### src/rtl/demux1x3_stream.sv
// Registered 1-to-3 stream demultiplexer with a one-entry holding register per channel.
// Optional DEMUX_ERR_CNT_EN builds a saturating counter of words dropped for select 3.
module demux1x3_stream #(
  parameter int DATA_W = 8,
  parameter int CNT_W  = 8
) (
  input  logic              clk,
  input  logic              rst_n,
  input  logic              in_valid,
  output logic              in_ready,
  input  logic [DATA_W-1:0] in_data,
  input  logic              s1,
  input  logic              s0,
  output logic [DATA_W-1:0] y0,
  output logic [DATA_W-1:0] y1,
  output logic [DATA_W-1:0] y2,
  output logic [2:0]        y_valid,
  input  logic [2:0]        y_ready,
  output logic [CNT_W-1:0]  err_cnt
);

  logic [1:0]        w_sel;
  logic              w_xfer;
  logic [2:0]        w_load;
  logic [2:0]        r_vld;
  logic [DATA_W-1:0] r_data [3];

  assign w_sel = {s1, s0};

  // A channel can take a word when it is empty or is being drained this cycle.
  always_comb begin
    in_ready = 1'b1;
    case (w_sel)
      2'd0:    in_ready = !r_vld[0] || y_ready[0];
      2'd1:    in_ready = !r_vld[1] || y_ready[1];
      2'd2:    in_ready = !r_vld[2] || y_ready[2];
      default: in_ready = 1'b1;
    endcase
  end

  assign w_xfer    = in_valid && in_ready;
  assign w_load[0] = w_xfer && (w_sel == 2'd0);
  assign w_load[1] = w_xfer && (w_sel == 2'd1);
  assign w_load[2] = w_xfer && (w_sel == 2'd2);

  // Load has priority over drain so a simultaneous drain+load replaces the word.
  always_ff @(posedge clk or negedge rst_n) begin
    if (!rst_n) begin
      r_vld <= '0;
      for (int k = 0; k < 3; k++) r_data[k] <= '0;
    end else begin
      for (int k = 0; k < 3; k++) begin
        if (w_load[k]) begin
          r_vld[k]  <= 1'b1;
          r_data[k] <= in_data;
        end else if (y_ready[k]) begin
          r_vld[k]  <= 1'b0;
        end
      end
    end
  end

  assign y0      = r_data[0];
  assign y1      = r_data[1];
  assign y2      = r_data[2];
  assign y_valid = r_vld;

`ifdef DEMUX_ERR_CNT_EN
  logic             w_drop;
  logic [CNT_W-1:0] r_err_cnt;

  assign w_drop = w_xfer && (w_sel == 2'd3);

  always_ff @(posedge clk or negedge rst_n) begin
    if (!rst_n) begin
      r_err_cnt <= '0;
    end else if (w_drop && !(&r_err_cnt)) begin
      r_err_cnt <= r_err_cnt + 1'b1;
    end
  end

  assign err_cnt = r_err_cnt;
`else
  assign err_cnt = '0;
`endif

endmodule

### config.mk
export PLATFORM = sky130hd
export DESIGN_NAME = demux1x3_stream
export DESIGN_NICKNAME = d
export VERILOG_FILES = /design/src/rtl/demux1x3_stream.sv
export SDC_FILE = /design/constraint.sdc
export NUM_CORES = 1
export LEC_CHECK = 0
export CAP_MARGIN = 20
export CORE_UTILIZATION = 40
export DETAILED_ROUTE_END_ITERATION = 10
export PLACE_DENSITY = 0.78
export SKIP_LAST_GASP = 1
export SLEW_MARGIN = 20
export SYNTH_ARGS = -nofsm -noshare
export SYNTH_HDL_FRONTEND = slang
export SYNTH_SLANG_ARGS = --single-unit
### constraint.sdc
create_clock -name clk -period 1.7 [get_ports clk]
set_input_delay 0.255 -clock clk [delete_from_list [all_inputs] [get_ports clk]]
set_output_delay 0.255 -clock clk [all_outputs]
set_load 0.02 [all_outputs]
==> results of run 1 <==
==> cell type report <==
cell class	instances	area, sq um
multi-input combinational	47	402
sequential	27	676
clock buffer	4	26.3
tap	30	37.5
fill	224	933
timing repair buffer	52	493
==> state kept, by name, summed over array words and instances (netlist names) <==
signal	count
y_valid	3
y2	8
y0	8
y1	8
==> synthesized netlist by cell type <==
cell / instances / area share (%)
and3_1: 1 / 0.56
buf_2: 1 / 0.45
buf_4: 8 / 5.4
clkbuf_2: 1 / 0.45
conb_1: 1 / 0.33
dfrtp_1: 27 / 60
mux2_2: 24 / 24
mux2i_1: 1 / 0.89
nand2_1: 4 / 1.3
nand2b_1: 3 / 1.7
nand3b_2: 1 / 1.0
nor2b_1: 1 / 0.56
nor3b_4: 1 / 1.7
o21ai_0: 3 / 1.3
==> worst register-to-register path, cell delays in order, from the launching register on <==
cell and delay (ns):
dfrtp_1 0.41, nand2b_1 0.09, buf_4 0.11, nor3b_4 0.19, buf_4 0.17, mux2_2 0.34
==> cells in the final DEF (no fill, tap or decap) <==
cell type / count
conb_1: 8
clkbuf_2: 1
nand3b_2: 1
and3_1: 1
nor2b_1: 1
nand2_1: 4
clkdlybuf4s50_1: 42
mux2_2: 24
clkbuf_1: 1
dfrtp_1: 27
clkbuf_4: 3
mux2i_1: 1
o21ai_0: 3
buf_4: 9
nor3b_4: 1
nand2b_1: 3
==> power by group through the flow <==
stage | Sequential [mW] | Clock (mW) | Combinational (mW)
final | 0.833 | 0.257 | 0.658
after detailed placement | 0.848 | 0 | 0.663
after floorplan | 0.999 | 0 | 0.167
after global routing | 0.852 | 0.297 | 0.700
after global placement | 0.840 | 0 | 0.655
after CTS | 0.836 | 0.274 | 0.667
==> logic make-up after synthesis <==
group / count (synthesis) / share of synthesized area (%)
other cells: 1 / 0.335
compound gates: 3 / 1.34
simple gates: 11 / 6.81
flops: 27 / 60.3
mux: 25 / 25.0
buf+inv: 10 / 6.25
==> through the flow <==
stage / setup TNS [ns] / cells
5_1_grt: 0 / 160
2_1_floorplan: 0 / 84
3_3_place_gp: -1.09 / 156
3_5_place_dp: -1.27 / 156
6_report: 0 / 160
4_1_cts: 0 / 160
==> final timing paths <==
kind / start / end / depth (start not counted)
setup / recovery: y0[4] / y0[4] / 1
hold / removal: rst_n / y1[0] / 2
setup reg to reg: y_valid[1] / y1[5] / 5
hold reg to reg: y2[5] / y2[5] / 1
max in group asynchronous: rst_n / y_valid[1] / 2
min in group clk: y2[5] / y2[5] / 1
==> per-layer routing <==
layer  GRT usage [%]  part of all wire (%)
met5               0                     0
met4            3.75                     0
met3            6.01                   8.8
met2            26.7                    48
met1            21.6                    44
==> repair_timing <==
action | CTS | global route
pin swaps | 0 | 0
gates resized for setup | 2 | 2
setup endpoints to repair | 1 | 1
==> results.ini, run 1 <==
[status]
status = completed

[clocking]
cts_buffers = 3
cts_tree = built
cts-root-buf = clkbuf_4
post_cts_buffers = 0
postCtsHoldBufs = 0
htree_levels = 1
clk_path_buf_depth = 2
clkTransAtPathRegs_ns = 0.13
clock_latency_ns = 0.30
clock-sinks = 27

[critical_path]
crit_required_ns = 1.44
path_class = reg2out
end_kind = output port
r2r_slack_ns = 0.30
cp_cell_sequence = clkdlybuf4s50_1
cp_max_fo = 2
crit_path_max_incr_delay_ns = 0.63
cp_num_buf_inv = 1
cp.arrival_ns = 1.31
critPathSlowestCell = clkdlybuf4s50_1
cp-start-kind = register
cpLargestDelayFamily = buffers and inverters

[detailed_routing]
drtIter0Drc = 3
dr.pass1.iters = 2
final_antenna_net_count = 0
wl_per_cell_um = 13.7
vias = 747
routed_wl_um = 2200
drc = 0
routed_via_density = 4.67

[yosys]
synth_area_per_cell_sq_um = 14.6
netlist_instances = 77
synth_area_sq_mm = 0.00112
synthDistinctLibCells = 14
yosysWarnings = 0
yosysSeqAreaShare_pct = 60.3
ys_ff_latch = 27

[power_and_ir_drop]
power_mw = 1.75
pwr-share-seq_pct = 47.6
powerDensity_mw_per_mm2 = 1070
power_switching_mw = 0.537
swShare_pct = 30.7
clock_power_share_pct = 14.7
leakage_nw = 0.715
power_frac_comb_pct = 37.6
ir_drop_mv = 0.882
intPower_mw = 1.21

[global_route]
grt_pass1_wl_um = 3440
grt_max_degree = 28
gr-total-overflow = 0
antenna_found_initial = 0
grt_usage_pct = 16.6
grt_pass1_vias = 759

[final_layout]
final_area_sq_mm = 0.00163
layout-drive-gt1-share_pct = 30.0
fin_util_pct = 63.6
final_nets = 147
area_growth_pct = 45.8
n_antenna_cell = 0

[place]
port_buffers = 43
detailedPlacementHpwl_um = 1730
place.gp.congestion = 0.708
placed_area_sq_mm = 0.00161
pre_cts_slack_ns = -0.293

[floorplan]
rows = 18
start_util_pct = 43.7
core_area_sq_mm = 0.00257
die_x_um = 54.9
fp.dieH_um = 54.9
io-pin-count = 52
fp.dieArea_sq_mm = 0.00302

[sta]
layout_min_cycle_time_ns = 1.56
holdWs_ns = 0.297
drv_slew = 0
hold_viol_final = 0
timing.final.crit_share_pct = 91.9
rsz0062_at_grt = false
final-setup-viol-count = 0
worst_slack_ns = 0.138
clock_skew_ns = 0.00192
fmax_ghz = 0.640

[run]
max_cap_viol_count = 0

[hold_path]
hold_class = in2async

Power figures use the tool's default switching activity.
==> run 2: changes to the inputs <==
- SKIP_CTS_REPAIR_TIMING: default -> 1
==> results.ini, run 2 (same netlist as run 1, synthesis figures left out) <==
[status]
status = completed

[clocking]
clock-sinks = 27  ; unchanged
cts_buffers = 3  ; unchanged
clock_latency_ns = 0.31  ; about the same
cts-root-buf = clkbuf_4
clk_path_buf_depth = 2  ; unchanged
clkTransAtPathRegs_ns = 0.14  ; about the same
cts_tree = built
htree_levels = 1  ; unchanged

[final_layout]
fin_util_pct = 63.9  ; +0.29 points
final_cell_mix = clkdlybuf4s50_1, dfrtp_1, mux2_2, buf_4, conb_1
filler_cell_count = 224  ; unchanged
layout-drive-gt1-share_pct = 29.2  ; -0.77 points
layout_commonest_cell = clkdlybuf4s50_1
fin_cells = 160  ; unchanged
multiInputGateArea_sq_um = 402  ; unchanged
final_nets = 147  ; unchanged
area_growth_pct = 46.4
regArea_sq_um = 676  ; unchanged
n_antenna_cell = 0  ; unchanged

[place]
port_buffers = 43  ; unchanged
placed_cells = 156  ; unchanged
detailedPlacementHpwl_um = 1730  ; unchanged
pre_cts_slack_ns = -0.293  ; unchanged
place.gp.congestion = 0.708  ; unchanged

[sta]
layout_min_cycle_time_ns = 1.59  ; +0.0271 ns
fmax_ghz = 0.629  ; -1.7%
worst_slack_ns = 0.111  ; -0.0271 ns
timing.final.crit_share_pct = 93.5  ; +1.6 points
drv_slew = 0  ; unchanged
final-setup-viol-count = 0  ; unchanged
holdWs_ns = 0.291  ; -0.00575 ns
hold_viol_final = 0  ; unchanged
tns_ns = 0  ; unchanged
clock_skew_ns = 0.00484  ; +0.00292 ns
rsz0062_at_grt = false

[hold_path]
hold_class = in2async

[critical_path]
cp_cell_sequence = clkdlybuf4s50_1 -> nand2b_1 -> mux2i_1 -> o21ai_0 -> dlymetal6s2s_1
crit_path_max_incr_delay_ns = 0.45  ; -0.18 ns
end_kind = output port
cp_num_buf_inv = 2  ; +1
crit_required_ns = 1.44  ; about the same
cp-start-kind = input port
cpLargestDelayFamily = buffers and inverters
cp.arrival_ns = 1.33  ; +0.02 ns
cp_max_fo = 3  ; +1
path_class = in2out
critPathSlowestCell = clkdlybuf4s50_1

[global_route]
grt_pass1_vias = 759  ; unchanged
grt_usage_pct = 16.6  ; unchanged
grt_max_degree = 28  ; unchanged
gr-total-overflow = 0  ; unchanged
antenna_found_initial = 0  ; unchanged
grt_pass1_wl_um = 3440  ; unchanged

[detailed_routing]
routed_wl_um = 2230  ; +1.5%
final_antenna_net_count = 0  ; unchanged
vias = 742  ; -0.67%
routed_via_density = 4.64  ; -0.67%
drtIter0Drc = 3  ; unchanged
wl_per_cell_um = 13.9  ; +1.5%
drc = 0  ; unchanged
dr.pass1.iters = 4  ; +2

[power_and_ir_drop]
leakage_nw = 0.721  ; +0.74%
ir_drop_mv = 0.888  ; +0.73%
powerDensity_mw_per_mm2 = 1070  ; -0.14%

[floorplan]
start_util_pct = 43.7  ; unchanged
core_area_sq_mm = 0.00257  ; unchanged
fp.dieH_um = 54.9  ; unchanged
die_x_um = 54.9  ; unchanged
fp.dieArea_sq_mm = 0.00302  ; unchanged
io-pin-count = 52  ; unchanged
rows = 18  ; unchanged

[run]
max_cap_viol_count = 0  ; unchanged

[run 2: metal layers]
| metal | routed length (um) | vias up | track usage [%] |
|---|---|---|---|
| met5 | 0 | - | 0 |
| met4 | 0 | 0 | 3.75 |
| met3 | 195 | 0 | 6.01 |
| met2 | 1090 | 32 | 26.7 |
| met1 | 941 | 355 | 21.6 |
| li1 | - | 355 | - |
[run 2: where the power goes]
| group | internal, mW | switching (mW) |
|---|---|---|
| clock network | 0.0915 | 0.171 |
| registers | 0.767 | 0.0656 |
| logic | 0.355 | 0.304 |
| total | 1.21 | 0.541 |
[run 2: cell type report]
class	count	area share, %
sequential	27	41.2
clock buffer	4	1.60
tap	30	2.29
timing repair buffer	52	30.5
multi-input combinational	47	24.5
[run 2: worst paths after layout]
| kind | startpoint | end | slack (ns) | cells past startpoint |
|---|---|---|---|---|
| worst max-delay path | y_ready[0] | in_ready | 0.11 | 5 |
| worst min-delay path | rst_n | y1[0] | 0.29 | 2 |
| worst max register to register | y_valid[1] | y1[5] | 0.31 | 5 |
| worst min register to register | y2[5] | y2[5] | 0.53 | 1 |
| max in group asynchronous | rst_n | y_valid[0] | 1.16 | 2 |
| min in group clk | y2[5] | y2[5] | 0.53 | 1 |
[run 2: worst reg2reg max path: stages (launching register included)]
cell and delay (ns):
dfrtp_1 0.40, nand2b_1 0.09, buf_4 0.11, nor3b_4 0.18
buf_4 0.17, mux2_2 0.34
[run 2: stage by stage]
stage               total power [mW]  instance area (sq um)
floorplan                       1.17                   1150
global placement                1.49                   1610
detailed placement              1.51                   1610
CTS                             1.78                   1640
global route                    1.85                   1640
finish                          1.75                   1640
==> run 3: changes to the inputs <==
--- a/config.mk
+++ b/config.mk
@@ -16,2 +16,3 @@
 export SYNTH_HDL_FRONTEND = slang
 export SYNTH_SLANG_ARGS = --single-unit
+export TNS_END_PERCENT = 100
==> constraint.sdc (replaced) <==
create_clock -name clk -period 1.7 [get_ports clk]
set_input_delay 0.34 -clock clk [delete_from_list [all_inputs] [get_ports clk]]
set_output_delay 0.34 -clock clk [all_outputs]
set_load 0.02 [all_outputs]
==> results.ini, run 3 (same netlist as run 1, synthesis figures left out) <==
[detailed_routing]
routed_wl_um = 2330  ; +4.6%
dr.pass1.iters = 4  ; unchanged
drtIter0Drc = 4  ; +1
drc = 0  ; unchanged
routed_via_density = 4.80  ; +3.5%
final_antenna_net_count = 0  ; unchanged
wl_per_cell_um = 14.5  ; +4.0%
vias = 773  ; +4.2%

[clocking]
cts-root-buf = clkbuf_4
htree_levels = 1  ; unchanged
cts_tree = built
clkTransAtPathRegs_ns = 0.15  ; about the same
clk_path_buf_depth = 2  ; unchanged
cts_buffers = 3  ; unchanged
clock_latency_ns = 0.32  ; about the same
clock-sinks = 27  ; unchanged

[sta]
layout_min_cycle_time_ns = 1.68  ; +0.0903 ns
drv_slew = 0  ; unchanged
hold_viol_final = 0  ; unchanged
final-setup-viol-count = 0  ; unchanged
worst_slack_ns = 0.0207  ; -0.0903 ns
clock_skew_ns = 0.00500  ; +0.000165 ns
holdWs_ns = 0.361  ; +0.0694 ns
timing.final.crit_share_pct = 98.8  ; +5.3 points
rsz0062_at_grt = true
fmax_ghz = 0.596  ; -5.4%

[final_layout]
final_nets = 148  ; +0.68%
layout_commonest_cell = dfrtp_1
multiInputGateArea_sq_um = 409  ; +1.9%
final_area_sq_mm = 0.00170  ; +3.3%
regArea_sq_um = 676  ; unchanged
fin_cells = 161  ; +0.63%
area_growth_pct = 51.2
layout-drive-gt1-share_pct = 32.1  ; +2.8 points
filler_cell_count = 203  ; -9.4%
n_antenna_cell = 0  ; unchanged
final_cell_mix = dfrtp_1, clkdlybuf4s50_1, mux2_2, dlymetal6s2s_1, buf_4

[floorplan]
fp.dieArea_sq_mm = 0.00302  ; unchanged
die_x_um = 54.9  ; unchanged
start_util_pct = 43.7  ; unchanged
fp.dieH_um = 54.9  ; unchanged
core_area_sq_mm = 0.00257  ; unchanged
io-pin-count = 52  ; unchanged
rows = 18  ; unchanged

[hold_path]
hold_class = in2async

[place]
pre_cts_slack_ns = -0.451  ; -0.158 ns
detailedPlacementHpwl_um = 1720  ; -0.39%
port_buffers = 43  ; unchanged
placed_area_sq_mm = 0.00162  ; +0.47%
placed_cells = 157  ; +0.64%
place.gp.congestion = 0.711  ; +0.48%

[global_route]
grt_max_degree = 28  ; unchanged
gr-total-overflow = 0  ; unchanged
grt_pass1_wl_um = 3570  ; +4.0%
grt_usage_pct = 17.4  ; +0.81 points
antenna_found_initial = 0  ; unchanged
grt_pass1_vias = 766  ; +0.92%

[power_and_ir_drop]
ir_drop_mv = 0.867  ; -2.4%
powerDensity_mw_per_mm2 = 1040  ; -3.0%
power_mw = 1.76  ; +0.23%
leakage_nw = 0.901  ; +25%

[critical_path]
r2r_slack_ns = 0.32  ; about the same
reg2reg_from = y_valid[1]
reg2reg_to = y1[0]
cp.arrival_ns = 1.34  ; about the same
end_kind = output port
critPathSlowestCell = clkdlybuf4s50_1
crit_path_max_incr_delay_ns = 0.45  ; about the same
cp_max_fo = 3  ; unchanged
cp-start-kind = input port
crit_required_ns = 1.36  ; -0.08 ns
reg2reg_depth = 5  ; unchanged
cp_cell_sequence = clkdlybuf4s50_1 -> nand2b_1 -> mux2i_1 -> o21ai_0 -> buf_2
path_class = in2out

[status]
status = completed

[run]
max_cap_viol_count = 0  ; unchanged

-- run 3: worst max-delay path by stage --
stage	from	to	slack (ns)	cells after the start
after global routing	y_ready[2]	in_ready	-0.05	5
final	y_ready[2]	in_ready	0.02	5
after detailed placement	y_ready[0]	in_ready	-0.45	5
after CTS	y_ready[0]	in_ready	-0.47	5
after floorplan	y_valid[0]	in_ready	0.23	3
after global placement	y_ready[0]	in_ready	-0.44	5
-- run 3: per-layer routing --
metal | wire (um) | GRT usage, % | up-vias
met2 | 1190 | 27.9 | 32
met1 | 949 | 21.5 | 383
met4 | 13 | 6.25 | 0
met3 | 183 | 6.56 | 2
met5 | 0 | 0 | -
li1 | - | - | 356
-- run 3: critical path: cells and delay by family --
kind	cells	cell delay (ns)
simple gates	1	0.14
buf+inv	2	0.64
compound gates	1	0.14
mux	1	0.08
-- run 3: stage by stage --
stage | TNS [ns] | util (%)
global placement | -3.93 | 63.1
finish | 0 | 66.0
CTS | -0.470 | 64.3
floorplan | 0 | -
detailed placement | -4.67 | 63.1
global route | -0.0484 | 66.0
-- run 3: area by class of cell --
| type | instances | share of cell area [%] |
|---|---|---|
| clock buffers | 3 | 1.33 |
| multi-input cells | 47 | 24.1 |
| well taps | 30 | 2.21 |
| clock inverters | 1 | 0.443 |
| flip-flops and latches | 27 | 39.9 |
| repair buffers | 53 | 32.0 |
-- run 3: where the power goes --
part,switching (mW),internal [mW]
sequential,0.0646,0.767
clock,0.189,0.0899
combinational,0.308,0.340
total,0.561,1.20
